## src/rtl/score_pkg.sv

```systemverilog
// rtl/score_pkg.sv - shared constants, conversion state type and segment decode for the score display
package score_pkg;

    localparam int MAX_SCORE = 99;

    localparam logic [0:9][6:0] SEG_LUT = {
        7'h3F, 7'h06, 7'h5B, 7'h4F, 7'h66,
        7'h6D, 7'h7D, 7'h07, 7'h7F, 7'h6F
    };

    localparam logic [6:0] SEG_DASH  = 7'h40;
    localparam logic [6:0] SEG_BLANK = 7'h00;

    typedef enum logic [1:0] {
        IDLE,
        LOAD,
        SHIFT,
        DONE
    } conv_state_t;

    // Nibbles above 9 cannot come out of the converter; decode them dark anyway.
    function automatic logic [6:0] seg_decode(input logic [3:0] digit);
        logic [6:0] seg;
        if (digit > 4'd9) begin
            seg = SEG_BLANK;
        end else begin
            seg = SEG_LUT[digit];
        end
        return seg;
    endfunction

endpackage

```

## src/rtl/bin2bcd_seq.sv

```systemverilog
// rtl/bin2bcd_seq.sv - sequential double-dabble converter producing tens and units BCD digits
module bin2bcd_seq
    import score_pkg::*;
#(
    parameter int BW = 7
) (
    input  logic          clk_i,
    input  logic          rst_i,
    input  logic          start_i,
    input  logic [BW-1:0] bin_i,
    output logic          busy_o,
    output logic          done_o,
    output logic [3:0]    tens_o,
    output logic [3:0]    units_o
);

    localparam int SW = BW + 8;
    localparam int CW = $clog2(BW + 1);

    conv_state_t   state_q;
    conv_state_t   state_d;
    logic [SW-1:0] sr_q;
    logic [SW-1:0] sr_adj;
    logic [CW-1:0] cnt_q;
    logic [3:0]    units_nib;
    logic [3:0]    tens_nib;

    always_ff @(posedge clk_i or negedge rst_i) begin
        if (!rst_i) begin
            state_q <= IDLE;
        end else begin
            state_q <= state_d;
        end
    end

    always_comb begin
        state_d = state_q;
        case (state_q)
            IDLE:    if (start_i) state_d = LOAD;
            LOAD:    state_d = SHIFT;
            SHIFT:   if (cnt_q == CW'(1)) state_d = DONE;
            DONE:    state_d = IDLE;
            default: state_d = IDLE;
        endcase
    end

    always_comb begin
        busy_o = (state_q != IDLE);
        done_o = (state_q == DONE);
    end

    assign units_nib = sr_q[BW+3:BW];
    assign tens_nib  = sr_q[BW+7:BW+4];

    // Hundreds are not kept: anything above 99 is shown as dashes by the top.
    always_comb begin
        sr_adj = sr_q;
        if (units_nib >= 4'd5) sr_adj[BW+3:BW]   = units_nib + 4'd3;
        if (tens_nib >= 4'd5)  sr_adj[BW+7:BW+4] = tens_nib + 4'd3;
    end

    always_ff @(posedge clk_i or negedge rst_i) begin
        if (!rst_i) begin
            sr_q    <= '0;
            cnt_q   <= '0;
            tens_o  <= 4'd0;
            units_o <= 4'd0;
        end else begin
            case (state_q)
                LOAD: begin
                    sr_q  <= {8'b0, bin_i};
                    cnt_q <= CW'(BW);
                end
                SHIFT: begin
                    sr_q  <= {sr_adj[SW-2:0], 1'b0};
                    cnt_q <= cnt_q - CW'(1);
                end
                DONE: begin
                    tens_o  <= tens_nib;
                    units_o <= units_nib;
                end
                default: ;
            endcase
        end
    end

endmodule

```

## src/rtl/score_display_driver.sv

```systemverilog
// rtl/score_display_driver.sv - score to two-digit multiplexed 7-segment driver with overflow dashes
module score_display_driver
    import score_pkg::*;
#(
    parameter int BW          = 7,
    parameter int REFRESH_DIV = 1024,
    parameter bit LZ_BLANK    = 1'b1
) (
    input  logic          clk_i,
    input  logic          rst_i,
    input  logic [BW-1:0] value_i,
    output logic [6:0]    seg_o,
    output logic [1:0]    dig_sel_o,
    output logic          ovf_o,
    output logic          busy_o
);

    localparam int RW = $clog2(REFRESH_DIV);

    logic [BW-1:0] last_q;
    logic          pending_q;
    logic          start;
    logic          conv_busy;
    logic          conv_done;
    logic [3:0]    tens;
    logic [3:0]    units;
    logic          ovf_q;
    logic [RW-1:0] refresh_q;
    logic          refresh_wrap;
    logic [1:0]    dig_sel_d;
    logic [6:0]    seg_d;

    assign start = pending_q || (value_i != last_q);

    // The converter reads last_q, which is frozen for the whole conversion.
    bin2bcd_seq #(
        .BW(BW)
    ) u_conv (
        .clk_i   (clk_i),
        .rst_i   (rst_i),
        .start_i (start),
        .bin_i   (last_q),
        .busy_o  (conv_busy),
        .done_o  (conv_done),
        .tens_o  (tens),
        .units_o (units)
    );

    assign busy_o = conv_busy;
    assign ovf_o  = ovf_q;

    always_ff @(posedge clk_i or negedge rst_i) begin
        if (!rst_i) begin
            last_q    <= '0;
            pending_q <= 1'b1;
            ovf_q     <= 1'b0;
        end else begin
            if (start && !conv_busy) begin
                last_q    <= value_i;
                pending_q <= 1'b0;
            end
            if (conv_done) begin
                ovf_q <= (int'(last_q) > MAX_SCORE);
            end
        end
    end

    assign refresh_wrap = (refresh_q == RW'(REFRESH_DIV - 1));

    always_comb begin
        dig_sel_d = dig_sel_o;
        if (dig_sel_o == 2'b00) begin
            dig_sel_d = 2'b01;
        end else if (refresh_wrap) begin
            dig_sel_d = {dig_sel_o[0], dig_sel_o[1]};
        end
    end

    always_comb begin
        seg_d = seg_decode(units);
        if (ovf_q) begin
            seg_d = SEG_DASH;
        end else if (dig_sel_d[1]) begin
            seg_d = (LZ_BLANK && tens == 4'd0) ? SEG_BLANK : seg_decode(tens);
        end
    end

    always_ff @(posedge clk_i or negedge rst_i) begin
        if (!rst_i) begin
            refresh_q <= '0;
            dig_sel_o <= 2'b00;
            seg_o     <= 7'h00;
        end else begin
            refresh_q <= refresh_wrap ? '0 : refresh_q + RW'(1);
            dig_sel_o <= dig_sel_d;
            seg_o     <= seg_d;
        end
    end

endmodule

```

## config.mk

```make
export PLATFORM = sky130hd
export DESIGN_NAME = score_display_driver
export DESIGN_NICKNAME = d
export VERILOG_FILES = /design/src/rtl/score_pkg.sv /design/src/rtl/bin2bcd_seq.sv /design/src/rtl/score_display_driver.sv
export SDC_FILE = /design/constraint.sdc
export NUM_CORES = 1
export LEC_CHECK = 0
export CORE_ASPECT_RATIO = 0.75
export CORE_UTILIZATION = 55
export CTS_BUF_LIST = sky130_fd_sc_hd__clkbuf_8
export CTS_CLUSTER_SIZE = 16
export DETAILED_ROUTE_END_ITERATION = 16
export PLACE_DENSITY_LB_ADDON = 0.05
export SLEW_MARGIN = 15
export SYNTH_ARGS = -nofsm -noshare
export SYNTH_HDL_FRONTEND = slang
export SYNTH_SLANG_ARGS = --single-unit
```

## constraint.sdc

```tcl
create_clock -name clk_i -period 2.5 [get_ports clk_i]
set_input_delay 0.5 -clock clk_i [delete_from_list [all_inputs] [get_ports clk_i]]
set_output_delay 0.5 -clock clk_i [all_outputs]
set_load 0.01 [all_outputs]
```

# [Word-level counts from Yosys, hierarchy flattened]
# Memory sizes are Yosys's and may differ from the RTL's.
# Index checks and enable logic that the tools add are counted.
[totals] ram_bits=0 word_cells=64 latchBits=0 ff_bits=56 mem_count=2 inputBits=9 out_inout_bits=11 mem_bits_ro=224
[mem_list] name="(no name shown)" words=16 word_bits=7 rd=1 rd_clocked_by_memory_dff=0 wr=0 line="score_pkg.sv:27" text="seg = SEG_LUT[digit];"
[mem_list] name="(no name shown)" words=16 word_bits=7 rd=1 rd_clocked_by_memory_dff=0 wr=0 line="score_pkg.sv:27"
[classes] reduce_logical=10 n_addsub=4 n_eq_ne=8 bitwise=2 shifts=0 muxes=19 div=0 n_lt_le_gt_ge=7 mul=0
[op_table] op="$mux 7" count=9
[op_table] op="$pmux 15 s2" count=1
[op_table] op="$add 10x1->10 const B" count=1
[op_table] op="$eq 10x10->1 const B" count=1
[op_table] op="$ge 5x5->1 const B" count=2
[op_table] op="$mux 10" count=1
[op_table] op="$not 4->5" count=2
[op_table] op="$ge 4x3->1 const B" count=2
[op_table] op="$gt 4x4->1 const B" count=2
[op_table] op="$mux 2" count=4
[op_table] op="$pmux 2 s4" count=1
[op_table] op="$gt 7x7->1 const B" count=1
[op_table] op="$ne 7x7->1" count=1
[op_table] op="$pmux 3 s2" count=1
[op_table] op="$reduce_bool 2->1" count=3
[op_table] op="$add 4x2->4 const B" count=1
[op_table] op="$eq 2x2->1 const B" count=2
[op_table] op="$logic_not 2->1" count=2
[op_table] op="$logic_not 4->1" count=1
[op_table] op="$mux 4" count=1
[op_table] op="$add 3x2->3 const B" count=1
[op_table] op="$eq 3x1->1 const B" count=1
[op_table] op="$mux 3" count=1
[op_table] op="$sub 3x1->3 const B" count=1
[op_table] op="7 further kinds" count=7

# [Depth between registers and ports, before layout]
[depth] depth_word=8 depth_mapped=6 depth_no_buf=6

# [By module]
# Synthesis repeated with hierarchy kept, for this count alone.
[hier_totals] hier_cells=289 hier_area_um2=3079.2
[modules_own_cells] module="score_display_driver" seq_area_each_um2=701.9 instances=1 area_each_um2=1634.1 cells_per_inst=158
[modules_own_cells] module="bin2bcd_seq" seq_area_each_um2=700.7 instances=1 area_each_um2=1445.1 cells_per_inst=131

# [Worst setup path before layout]
# Ideal clock, no wire load.
[synth_path] path_type="register to register" start="reg refresh_q[0]" end="reg seg_o[0]" stages_incl_launch_ff=6 path_buffers=0 path_slack_ps=709 required_ps=2375 period_less_slack_ps=1791 setup_ps=125 arrival_time_ps=1666 path_cell_list="dfrtp_1 > ha_1 > nand2_1 > or4_4 > nand2_2 > mux2_2"
[synth_between] elab_chain_len=5
[synth_lines] item="start: declaration" line="score_display_driver.sv:28" text="logic [RW-1:0] refresh_q;"
[synth_lines] item="start signal: assignment" line="score_display_driver.sv:94" text="refresh_q <= refresh_wrap ? '0 : refresh_q + RW'(1);"
[synth_lines] item="$eq 10x10->1" line="score_display_driver.sv:68" text="assign refresh_wrap = (refresh_q == RW'(REFRESH_DIV - 1));"
[synth_lines] item="$mux 2" line="score_display_driver.sv:74" text="end else if (refresh_wrap) begin"
[synth_lines] item="$mux 2" line="score_display_driver.sv:72" text="if (dig_sel_o == 2'b00) begin"
[synth_lines] item="net dig_sel_d[1]" line="score_display_driver.sv:30" text="logic [1:0] dig_sel_d;"
[synth_lines] item="$mux 7" line="score_display_driver.sv:83" text="end else if (dig_sel_d[1]) begin"
[synth_lines] item="$mux 7" line="score_display_driver.sv:81" text="if (ovf_q) begin"
[synth_lines] item="net seg_d[0]" line="score_display_driver.sv:31" text="logic [6:0] seg_d;"
[synth_lines] item="end signal: assignment" line="score_display_driver.sv:96" text="seg_o <= seg_d;"
[synth_lines] item="end: declaration" line="score_display_driver.sv:12" text="output logic [6:0] seg_o,"
# The timed path passes the listed nets, and every way through them passes these cells. The select of a mux whose other input is x is not followed.
# A chain may end at the register's enable or synchronous reset.

# [Worst setup path after layout]
[layout_path] start="reg u_conv.state_q[0]" end="out busy_o"
[layout_between] elab_chain_len=1
[layout_lines] item="start: declaration" line="bin2bcd_seq.sv:20" text="conv_state_t state_q;"
[layout_lines] item="start signal: assignment" line="bin2bcd_seq.sv:32" text="state_q <= state_d;"
[layout_lines] item="$reduce_bool 2->1" line="bin2bcd_seq.sv:48" text="busy_o = (state_q != IDLE);"
[layout_lines] item="end: declaration" line="score_display_driver.sv:15" text="output logic busy_o"
# No other way between the ends.

==> results.json <==
{
  "rrSetupSlack_ns": 0.51,
  "powerDensity_nw_per_um2": 980,
  "place_inst": 373,
  "syn_avg_cell_area_um2": 10.3,
  "yosys.area.top_type": "dfrtp_1",
  "num_vias": 2067,
  "fp.dieH_um": 65.7,
  "grt_start_max_net_pins": 57,
  "tightest_slew_ns": 0.487,
  "clock.fmax_mhz": 468,
  "synthTopCellsByCount": "dfrtp_1, inv_1, o21ai_0",
  "max_cap_viol_count": 0,
  "antenna_found_initial": 0,
  "drive_above_1_share": 0.113,
  "grt_pass1_wl_um": 9370,
  "postCtsSetupRepairBufs": 0,
  "wl_met2_um": 2240,
  "yosysMostFrequentCell": "dfrtp_1",
  "core_area_um2": 5040,
  "ys_seq_area_frac": 0.471,
  "cts_tree": "yes",
  "async_reset_ff_frac": 1.00,
  "fillers": 408,
  "numCtsBuffers": 5,
  "numPortBuffers": 19,
  "syn-cell-area_um2": 2980,
  "io_pins": 20,
  "drtIter0Drc": 154,
  "cts_buffer_depth": 2,
  "finalHoldViolations": 0,
  "grt_pass1_vias": 1974,
  "postCtsHoldBufs": 0,
  "clk_latency_ns": 0.31,
  "synth_top_area_frac": 0.462,
  "min_period_ns": 2.14,
  "final-setup-viol-count": 0,
  "yosys_warnings": 0,
  "initial_core_util": 0.591,
  "routedWlPerCell_um": 14.4,
  "drv_slew": 0,
  "fin_worst_skew_ns": 0.00369,
  "critPathKind": "flop to output pin",
  "clk_pin_slew_ns": 0.09,
  "synth_cell_type_count": 47,
  "final-seq-area_um2": 1400,
  "area_growth_pct": 12.6,
  "synth.area.top_cells": "dfrtp_1, ha_1, mux2_2",
  "synth_nets": 317,
  "timing.final.crit_share": 0.854,
  "ir_drop_v": 0.000515,
  "wl_met1_um": 3010,
  "p_leak_nw": 1.45,
  "cp-end-kind": "output pin",
  "wl_met3_um": 161,
  "rsz0062_at_grt": "false",
  "antenna_cells": 0,
  "die-area_um2": 5710,
  "arrival_ns": 1.64,
  "cts_max_level": 2,
  "grt_use_total": 0.217,
  "drc": 0,
  "setup_tns_ns": 0,
  "cp_max_fo": 3,
  "multi_input_area_um2": 1440,
  "grt-ovfl-total": 0,
  "ys_ff_latch": 56,
  "clock-root-buffer": "clkbuf_8",
  "postRouteAntennaNets": 0,
  "cts_num_sinks": 56,
  "ctsResizeCount": 0,
  "fin_nets": 337,
  "first_pass_iters": 4,
  "vias_per_cell": 5.43,
  "hpwlAfterDp_um": 3880,
  "worstSetupStartpointType": "flop",
  "outcome": "finished clean",
  "slew_headroom": 0.675,
  "synth_flop_cell": "dfrtp_1",
  "finalNonFillerCells": 381,
  "die_w_um": 86.9,
  "gp_congestion": 0.816,
  "highest_layer": "met4",
  "routed_wl_um": 5470,
  "rows": 22,
  "crit_required_ns": 2.00,
  "synth_edf_count": 0,
  "hp-class": "primary input to async pin",
  "netlist_instances": 288
}
==> routing by layer <==
layer	track usage	vias to the layer above
li1	-	1040
met1	0.336	994
met2	0.300	26
met3	0.0427	7
met4	0.0708	0
met5	0	-
==> path summary, 6_finish.rpt <==
path | startpoint | endpoint | cells past startpoint
setup / recovery | u_conv.state_q[0]$_DFFE_PN0P_ | busy_o | 4
hold / removal | rst_i | dig_sel_o[1]$_DFF_PN0_ | 2
setup reg to reg | u_conv.tens_o[1]$_DFFE_PN0N_ | seg_o[1]$_DFF_PN0_ | 6
hold reg to reg | refresh_q[0]$_DFF_PN0_ | refresh_q[0]$_DFF_PN0_ | 1
max in group asynchronous | rst_i | pending_q$_DFFE_PN1P_ | 2
min in group clk_i | refresh_q[0]$_DFF_PN0_ | refresh_q[0]$_DFF_PN0_ | 1
==> report_power, final <==
part | internal, W | leakage (nW) | switching, W | total (W)
Sequential | 0.00116 | 0.682 | 0.000225 | 0.00138
Clock | 0.000219 | 0.0538 | 0.000279 | 0.000497
Combinational | 0.000684 | 0.716 | 0.000716 | 0.00140
==> critical path: stages (launching register included) <==
cell	delay (ns)
dfrtp_1	0.41
inv_1	0.08
ha_1	0.22
inv_1	0.09
clkdlybuf4s50_1	0.53
==> state kept, by name (all words and copies together) (netlist names) <==
signal	cells
u_conv.sr_q	15
last_q	7
u_conv.tens_o	4
u_conv.cnt_q	3
ovf_o	1
seg_o	7
u_conv.units_o	4
pending_q	1
u_conv.state_q	2
refresh_q	10
dig_sel_o	2
==> cell type report <==
cell class	count	area share
Multi-Input combinational cell	197	0.431
Clock inverter	2	0.00224
Sequential cell	56	0.419
Clock buffer	6	0.0246
Tap cell	72	0.0269
Inverter	24	0.0269
Timing Repair Buffer	24	0.0702
==> cells in the final DEF (no fill, tap or decap), types with 2 or more instances in the layout <==
cell type         n
dfrtp_1          55
inv_1            26
o21ai_0          23
ha_1             20
nor2_1           18
clkdlybuf4s50_1  18
nand2_1          17
mux2_2           16
a21oi_1          12
xor2_1           11
mux2i_1          10
nand3_1           6
nor2b_1           6
xnor2_1           6
clkbuf_8          6
nor3_1            4
o22ai_1           4
buf_4             4
nor3b_1           3
a221oi_1          3
nand4_1           2
o21a_1            2
o21bai_1          2
a21o_1            2
a2bb2oi_1         2
a21boi_0          2
nor4_1            2
a31oi_1           2
nand2b_1          2
and3_1            2
==> logic make-up after synthesis <==
kind of cell / count (synthesis) / share of synthesized area
mux: 26 / 0.0942
xor+xnor: 17 / 0.0500
simple gates: 71 / 0.123
flops: 56 / 0.471
compound gates: 63 / 0.134
fa+ha+maj: 20 / 0.0841
buf+inv: 35 / 0.0441
==> through the flow <==
step | total power, W | hold WS, ns | setup WS (ns) | cell area [um^2] | utilization
global route | 0.00355 | 0.186 | 0.270 | 3350 | 0.665
global placement | 0.00277 | 0.440 | 0.430 | 3260 | 0.647
CTS | 0.00331 | 0.191 | 0.354 | 3350 | 0.665
floorplan | 0.00235 | 0.204 | 0.709 | 2980 | -
finish | 0.00328 | 0.169 | 0.365 | 3350 | 0.665
detailed placement | 0.00280 | 0.441 | 0.401 | 3260 | 0.647
Note: power is estimated with default switching activity, not from simulation.
